## config.mk

```make
export PLATFORM = sky130hd
export DESIGN_NAME = sram_rd_streamer_flat
export DESIGN_NICKNAME = d
export VERILOG_FILES = /design/src/rtl/sram_pkg.sv /design/src/rtl/sram_rd_streamer_if.sv /design/src/rtl/stream_skid2.sv /design/src/rtl/sram_rd_streamer.sv /design/src/flat_wrapper.sv
export SDC_FILE = /design/constraint.sdc
export NUM_CORES = 1
export LEC_CHECK = 0
export CORE_MARGIN = 5
export CORE_UTILIZATION = 55
export CTS_CLUSTER_DIAMETER = 50
export CTS_CLUSTER_SIZE = 10
export DETAILED_ROUTE_END_ITERATION = 8
export DONT_BUFFER_PORTS = 1
export PLACE_DENSITY_LB_ADDON = 0.08
export SKIP_LAST_GASP = 1
export SYNTH_ARGS = -nofsm -noshare
export SYNTH_HDL_FRONTEND = slang
export SYNTH_SLANG_ARGS = --single-unit
```

## constraint.sdc

```tcl
create_clock -name clk -period 4.1 [get_ports clk]
set_input_delay 0.82 -clock clk [delete_from_list [all_inputs] [get_ports clk]]
set_output_delay 0.82 -clock clk [all_outputs]
set_load 0.02 [all_outputs]
```

## src/rtl/sram_pkg.sv

```systemverilog
// Shared definitions for the SRAM read-side streamer.
// Holds the default SRAM geometry and the read-engine state encoding
// so the top level, the bus interface and the testbench all agree.
package sram_pkg;

   localparam int SRAM_AWIDTH = 12;
   localparam int SRAM_DWIDTH = 72;

   typedef enum logic [1:0] {
      IDLE  = 2'd0,
      READ  = 2'd1,
      DRAIN = 2'd2
   } rd_state_e;

endpackage

```

## src/rtl/sram_rd_streamer_if.sv

```systemverilog
// Bus bundle for the read streamer: the SRAM read port (port B) plus the
// outgoing valid/ready word stream.
//   mem_en, regceb, addrb : read request, output enable and address to SRAM
//   doutb                 : combinational read data back from SRAM
//   m_valid, m_data,
//   m_last, m_ready       : output stream towards the consumer
// master = the streamer, slave = the SRAM model / consumer side.
interface sram_rd_streamer_if
   import sram_pkg::*;
#(
   parameter int AWIDTH = SRAM_AWIDTH,
   parameter int DWIDTH = SRAM_DWIDTH
);

   logic              mem_en;
   logic              regceb;
   logic [AWIDTH-1:0] addrb;
   logic [DWIDTH-1:0] doutb;
   logic              m_valid;
   logic [DWIDTH-1:0] m_data;
   logic              m_last;
   logic              m_ready;

   modport master (
      output mem_en, regceb, addrb, m_valid, m_data, m_last,
      input  doutb, m_ready
   );

   modport slave (
      input  mem_en, regceb, addrb, m_valid, m_data, m_last,
      output doutb, m_ready
   );

endinterface

```

## src/rtl/stream_skid2.sv

```systemverilog
// Two-entry output FIFO of {last, data} presented as a valid/ready stream.
//   clk, rstb          : clock, async active-low reset
//   push, push_data,
//   push_last          : write one entry (ignored when full and not popping)
//   flush              : drop all entries at the next edge, wins over push
//   cnt                : current occupancy 0..2
//   m_valid, m_data,
//   m_last, m_ready    : stream side; a pop is m_valid & m_ready
// The head entry lives directly in the output registers so the stream
// outputs are registered and stay stable while the consumer stalls.
module stream_skid2 #(
   parameter int DWIDTH = 72
) (
   input  logic              clk,
   input  logic              rstb,
   input  logic              push,
   input  logic [DWIDTH-1:0] push_data,
   input  logic              push_last,
   input  logic              flush,
   output logic [1:0]        cnt,
   output logic              m_valid,
   output logic [DWIDTH-1:0] m_data,
   output logic              m_last,
   input  logic              m_ready
);

   logic [DWIDTH-1:0] tail_data;
   logic              tail_last;

   logic [1:0]        cnt_n;
   logic [DWIDTH-1:0] head_data_n;
   logic              head_last_n;
   logic [DWIDTH-1:0] tail_data_n;
   logic              tail_last_n;
   logic              pop;

   assign pop = m_valid & m_ready;

   // Next-state of the two slots. When both slots are full a pop shifts the
   // tail into the head, and a simultaneous push refills the tail. The head
   // last flag is cleared whenever the FIFO empties so m_last never shows a
   // stale marker without m_valid.
   always_comb begin
      cnt_n       = cnt;
      head_data_n = m_data;
      head_last_n = m_last;
      tail_data_n = tail_data;
      tail_last_n = tail_last;
      if (flush) begin
         cnt_n       = 2'd0;
         head_last_n = 1'b0;
      end else begin
         case (cnt)
            2'd0: begin
               if (push) begin
                  head_data_n = push_data;
                  head_last_n = push_last;
                  cnt_n       = 2'd1;
               end
            end
            2'd1: begin
               if (push && pop) begin
                  head_data_n = push_data;
                  head_last_n = push_last;
               end else if (push) begin
                  tail_data_n = push_data;
                  tail_last_n = push_last;
                  cnt_n       = 2'd2;
               end else if (pop) begin
                  head_last_n = 1'b0;
                  cnt_n       = 2'd0;
               end
            end
            2'd2: begin
               if (pop) begin
                  head_data_n = tail_data;
                  head_last_n = tail_last;
                  if (push) begin
                     tail_data_n = push_data;
                     tail_last_n = push_last;
                  end else begin
                     cnt_n = 2'd1;
                  end
               end
            end
            default: begin
               cnt_n       = 2'd0;
               head_last_n = 1'b0;
            end
         endcase
      end
   end

   // Storage and output registers.
   always_ff @(posedge clk or negedge rstb) begin
      if (!rstb) begin
         cnt       <= 2'd0;
         m_valid   <= 1'b0;
         m_data    <= '0;
         m_last    <= 1'b0;
         tail_data <= '0;
         tail_last <= 1'b0;
      end else begin
         cnt       <= cnt_n;
         m_valid   <= (cnt_n != 2'd0);
         m_data    <= head_data_n;
         m_last    <= head_last_n;
         tail_data <= tail_data_n;
         tail_last <= tail_last_n;
      end
   end

endmodule

```

## src/rtl/sram_rd_streamer.sv

```systemverilog
// Read-side engine for the simple dual-port SRAM.
// On an accepted start it reads len consecutive words from base_addr
// (wrapping modulo 2^AWIDTH) and streams them out with a last marker.
//   clk, rstb      : clock, async active-low reset
//   start          : command strobe, accepted only when idle
//   base_addr, len : transfer description latched on an accepted start
//   abort          : cancel an active transfer (no done)
//   busy           : high while a transfer is active
//   done           : one-cycle completion pulse
//   bus            : SRAM read port and output stream (master modport)
module sram_rd_streamer
   import sram_pkg::*;
#(
   parameter int AWIDTH = SRAM_AWIDTH,
   parameter int DWIDTH = SRAM_DWIDTH,
   parameter int LWIDTH = AWIDTH + 1
) (
   input  logic              clk,
   input  logic              rstb,
   input  logic              start,
   input  logic [AWIDTH-1:0] base_addr,
   input  logic [LWIDTH-1:0] len,
   input  logic              abort,
   output logic              busy,
   output logic              done,
   sram_rd_streamer_if.master bus
);

   rd_state_e         state;
   rd_state_e         state_n;
   logic [AWIDTH-1:0] rd_addr;
   logic [LWIDTH-1:0] remain;
   logic [1:0]        cnt;
   logic              hs;
   logic              issue;
   logic              last_issue;
   logic              flush;
   logic              done_n;
   logic              accept;

   assign hs     = bus.m_valid & bus.m_ready;
   assign accept = (state == IDLE) && start && (len != '0);

   // A read may issue whenever the buffer has a free slot, or when it is
   // full but the head is leaving this very cycle. The SRAM data is
   // combinational, so it is captured into the buffer at the same edge.
   assign issue      = (state == READ) &&
                       ((cnt < 2'd2) || ((cnt == 2'd2) && hs));
   assign last_issue = issue && (remain == LWIDTH'(1));

   assign bus.mem_en = issue;
   assign bus.regceb = issue;
   assign bus.addrb  = rd_addr;

   // Next-state and command decode. Abort wins over everything in the
   // active states and suppresses done. A zero-length start never leaves
   // IDLE; it only produces the done pulse.
   always_comb begin
      state_n = state;
      done_n  = 1'b0;
      flush   = 1'b0;
      case (state)
         IDLE: begin
            if (start) begin
               if (len != '0) begin
                  state_n = READ;
               end else begin
                  done_n = 1'b1;
               end
            end
         end
         READ: begin
            if (abort) begin
               state_n = IDLE;
               flush   = 1'b1;
            end else if (last_issue) begin
               state_n = DRAIN;
            end
         end
         DRAIN: begin
            if (abort) begin
               state_n = IDLE;
               flush   = 1'b1;
            end else if (hs && bus.m_last) begin
               state_n = IDLE;
               done_n  = 1'b1;
            end
         end
         default: begin
            state_n = IDLE;
            flush   = 1'b1;
         end
      endcase
   end

   // State, busy and done are registered so the command side sees
   // glitch-free outputs; busy tracks the state being entered.
   always_ff @(posedge clk or negedge rstb) begin
      if (!rstb) begin
         state <= IDLE;
         busy  <= 1'b0;
         done  <= 1'b0;
      end else begin
         state <= state_n;
         busy  <= (state_n != IDLE);
         done  <= done_n;
      end
   end

   // Address and remaining-word counters. rd_addr only moves on a load or
   // an issue, which keeps addrb steady while reads are stalled. The
   // increment wraps naturally at the address width.
   always_ff @(posedge clk or negedge rstb) begin
      if (!rstb) begin
         rd_addr <= '0;
         remain  <= '0;
      end else if (accept) begin
         rd_addr <= base_addr;
         remain  <= len;
      end else if (issue) begin
         rd_addr <= rd_addr + AWIDTH'(1);
         remain  <= remain - LWIDTH'(1);
      end
   end

   stream_skid2 #(
      .DWIDTH (DWIDTH)
   ) u_skid (
      .clk       (clk),
      .rstb      (rstb),
      .push      (issue),
      .push_data (bus.doutb),
      .push_last (last_issue),
      .flush     (flush),
      .cnt       (cnt),
      .m_valid   (bus.m_valid),
      .m_data    (bus.m_data),
      .m_last    (bus.m_last),
      .m_ready   (bus.m_ready)
   );

endmodule

```

## src/flat_wrapper.sv

```systemverilog
// flat-port wrapper written by rule: the top's interface ports become plain ports
module sram_rd_streamer_flat import sram_pkg::*;
#(
   parameter int AWIDTH = SRAM_AWIDTH,
   parameter int DWIDTH = SRAM_DWIDTH,
   parameter int LWIDTH = AWIDTH + 1
)
  (clk, rstb, start, base_addr, len, abort, busy, done, bus_mem_en, bus_regceb, bus_addrb, bus_m_valid, bus_m_data, bus_m_last, bus_doutb, bus_m_ready);
  sram_rd_streamer_if #(.AWIDTH(AWIDTH), .DWIDTH(DWIDTH)) bus_i ();
  input  logic clk;
  input  logic rstb;
  input  logic start;
  input  logic [AWIDTH-1:0] base_addr;
  input  logic [LWIDTH-1:0] len;
  input  logic abort;
  output logic busy;
  output logic done;
  output wire logic [$bits(bus_i.mem_en)-1:0] bus_mem_en;
  output wire logic [$bits(bus_i.regceb)-1:0] bus_regceb;
  output wire logic [$bits(bus_i.addrb)-1:0] bus_addrb;
  output wire logic [$bits(bus_i.m_valid)-1:0] bus_m_valid;
  output wire logic [$bits(bus_i.m_data)-1:0] bus_m_data;
  output wire logic [$bits(bus_i.m_last)-1:0] bus_m_last;
  input wire logic [$bits(bus_i.doutb)-1:0] bus_doutb;
  input wire logic [$bits(bus_i.m_ready)-1:0] bus_m_ready;
  assign bus_mem_en = bus_i.mem_en;
  assign bus_regceb = bus_i.regceb;
  assign bus_addrb = bus_i.addrb;
  assign bus_m_valid = bus_i.m_valid;
  assign bus_m_data = bus_i.m_data;
  assign bus_m_last = bus_i.m_last;
  assign bus_i.doutb = bus_doutb;
  assign bus_i.m_ready = bus_m_ready;
  sram_rd_streamer #(.AWIDTH(AWIDTH), .DWIDTH(DWIDTH), .LWIDTH(LWIDTH)) u_core (.clk(clk), .rstb(rstb), .start(start), .base_addr(base_addr), .len(len), .abort(abort), .busy(busy), .done(done), .bus(bus_i));
endmodule
```

==> Flow_metrics.wiki <==
{| class="wikitable"
! Metric !! Value
|-
| Result of the run || finished clean
|-
| Number of post-CTS setup repair buffers || 0
|-
| Highest achievable clock rate || 355 MHz
|-
| Area share of the largest cell type after synthesis || 0.527
|-
| Number of DRC violations after detailed routing || 0
|-
| CTS sink cnt || 178
|-
| CP Class || flip-flop to primary output
|-
| Setup repair after global routing missed its margin || false
|-
| Final cell count without fillers || 877
|-
| Part of the Yosys area used for sequential elements || 0.527
|-
| Via/cell ratio || 5.67
|-
| Clock period minus final worst setup slack || 2820 ps
|-
| Die extent in x || 134 um
|-
| Max H-tree Level || 4
|-
| Worst-case reg-to-reg path depth || 7
|-
| Worst setup EP type || primary output
|-
| Post-cts sizing count || 0
|-
| Synthesis-to-layout area growth || 7.02%
|-
| Dpl hpwl || 11600 um
|-
| Number of distinct library cells after synthesis || 59
|-
| Hold Buf Count CTS || 0
|-
| Wire length reported by the detailed router || 17100 um
|-
| Final clock skew || 12.4 ps
|-
| Total power after layout || 0.00771 W
|-
| Total non-filler cell area in the finished layout || 9040 um^2
|-
| PwrDens || 853 nW/um^2
|-
| Number of global-route vias before repair || 5201
|-
| Final GP Congestion || 0.826
|-
| Number of endpoints with negative hold slack in the final report || 0
|-
| Drt initial violations || 322
|-
| Path type of the worst min-delay path || input port to async pin
|-
| Period utilisation layout || 0.687
|-
| Count of placed standard cells including taps || 846
|-
| Pre-antenna DRT Iters || 4
|-
| Min setup slack post-route || 1280 ps
|-
| Skew-Pair Late Insertion Delay || 430 ps
|-
| Number of antenna violations at the first check in global routing || 0
|-
| Number of inserted diodes || 0
|-
| Number of standard cells after synthesis || 690
|-
| Clock slew seen by the registers of the worst setup and hold paths || 70 ps
|-
| Number of buffers added by the clock tree synthesis step || 17
|-
| Netlist area before placement || 8440 um^2
|-
| Worst setup path start || u_core.state[1]
|-
| Number of vias in the routed layout || 4969
|-
| Worst slack at placement || 1700 ps
|-
| Wire length of the first global-routing pass || 27700 um
|-
| Mean Syn Cell Area || 12.2 um^2
|-
| NumNets Final || 786
|-
| MaxCap Viol Count || 0
|-
| Largest net degree at the start of global routing || 179
|-
| Register bit total from synthesis || 178
|-
| Worst setup slack for register-to-register paths || 1760 ps
|-
| Post-Route Setup TNS || 0 ps
|-
| Slew @ Worst Pin || 705 ps
|-
| Top library cells by usage in the layout, fill and taps aside || sky130_fd_sc_hd__dfrtp_1, sky130_fd_sc_hd__nand2_1, sky130_fd_sc_hd__mux2i_1
|-
| Clock root buffer || sky130_fd_sc_hd__clkbuf_16
|-
| Antenna violation net count after detailed routing || 0
|-
| Largest buffer count on any clock path || 2
|-
| Die area || 17900 um^2
|-
| Slew Viols, Final || 0
|-
| Num rows || 45
|-
| Overflow left after global routing || 0
|-
| Count of buffers from port buffering || 0
|-
| I/O pin cnt || 192
|-
| Timing endpoint of the critical path || bus_mem_en
|-
| WL/cell || 19.5 um
|-
| CTS tree || yes
|-
| Max FO, Critical Path || 11
|-
| Share of final-layout standard cells stronger than drive strength 1 || 0.194
|-
| Cell types occupying the most area after synthesis || sky130_fd_sc_hd__dfrtp_1, sky130_fd_sc_hd__mux2_4, sky130_fd_sc_hd__mux2i_1, sky130_fd_sc_hd__nand2_1, sky130_fd_sc_hd__o21ai_0
|-
| Startpoint type of the worst setup path || flip-flop
|-
| Number of nets produced by synthesis || 799
|-
| Worst path required time || 3280 ps
|-
| Cell leakage power || 4.40 nW
|-
| Commonest non-fill, non-tap cell in the layout || sky130_fd_sc_hd__dfrtp_1
|-
| Remaining max-slew budget at the tightest pin || 0.530
|-
| Core area || 15100 um^2
|-
| Largest vdd supply drop || 0.395 mV
|-
| End of the worst register-to-register path || u_core.u_skid.tail_data[0]
|-
| Die H || 134 um
|-
| Global-route usage over all layers || 0.194
|-
| Total setup violations reported at the end of the flow || 0
|-
| Initial core utilization || 0.558
|-
| Cell area after placement || 8440 um^2
|-
| Warning count from the yosys run || 0
|-
| Signal arrival time at the worst endpoint || 2000 ps
|-
| Cell taking the most area after synthesis || sky130_fd_sc_hd__dfrtp_1
|-
| Worst flop-to-flop path startpoint || u_core.state[0]
|}
==> metrics by stage <==
step,utilization,hold WS [ps]
global placement,0.557,475
global route,0.597,55.4
detailed placement,0.557,486
finish,0.597,86.4
CTS,0.597,65.7
floorplan,-,454
==> logic make-up (layout without fill, tap and decap cells) <==
| logic type | after synthesis | count (layout) | synth area share |
|---|---|---|---|
| compound gates | 120 | 120 | 0.0805 |
| fa+ha+maj | 7 | 7 | 0.0104 |
| buf+inv | 46 | 45 | 0.0416 |
| simple gates | 169 | 169 | 0.0990 |
| flops | 178 | 178 | 0.527 |
| xor+xnor | 22 | 22 | 0.0228 |
| mux | 148 | 148 | 0.218 |
==> worst max-delay path, stage by stage (launching register included) <==
cell and delay (ps):
sky130_fd_sc_hd__dfrtp_1 410, sky130_fd_sc_hd__inv_1 80, sky130_fd_sc_hd__ha_1 330, sky130_fd_sc_hd__and4b_4 290, sky130_fd_sc_hd__nor2_4 240, sky130_fd_sc_hd__clkinv_4 220
==> Yosys cell counts, drive strengths merged <==
cell,count
a41oi,1
or2,1
mux2,76
dfrtp,178
xor2,12
nand3,3
o32ai,1
o21bai,2
o31a,2
o21a,1
o41ai,1
clkinv,1
and2b,1
o21ai,75
a22oi,1
nand4,7
buf,32
nand2,86
a21oi,31
nand4b,1
nand2b,2
nor3b,1
mux2i,72
nor4,5
clkbuf,7
nor3,7
and4,1
inv,6
ha,7
o211ai,1
a31oi,2
nor4b,1
a22o,1
and2,2
and3,4
o22ai,1
nand3b,1
xnor2,10
or3,1
nor2,44
and4b,1
==> metal layers <==
metal	wire (um)	vias to the layer above	GRT usage
met2	7970	150	0.304
met4	188	0	0.0611
met3	1650	14	0.0851
met5	0	-	0
met1	7320	2434	0.244
li1	-	2371	-
==> worst min-delay path by stage <==
stage                                        from                       end  slack, ps  cells after the start
final                                        rstb  u_core.u_skid.m_data[36]         90                      0
after detailed placement  u_core.u_skid.tail_last   u_core.u_skid.tail_last        490                      1
after global routing                         rstb  u_core.u_skid.m_data[36]         60                      0
after CTS                                    rstb  u_core.u_skid.m_data[29]         70                      0
after global placement    u_core.u_skid.tail_last   u_core.u_skid.tail_last        470                      1
after floorplan           u_core.u_skid.tail_last   u_core.u_skid.tail_last        450                      1
==> report_power, final <==
part,internal (W),switching [W]
registers,0.00260,0.00116
logic,0.00119,0.00111
clock network,0.000974,0.000671
==> state kept, by name (all words and copies together) (netlist names), 2 cells and up <==
register,cells
u_core.remain,13
u_core.state,2
u_core.u_skid.tail_data,72
u_core.bus.addrb,12
u_core.u_skid.cnt,2
u_core.u_skid.m_data,72
==> cell type report <==
cell class,count,area (um^2)
fill,1255,6110
sequential,178,4450
multi-input combinational,466,3650
clock buffer,19,443
tap,188,235
clock inverter,12,155
timing repair buffer,7,65.1
inverter,7,31.3
(Power assumes the default switching activity.)
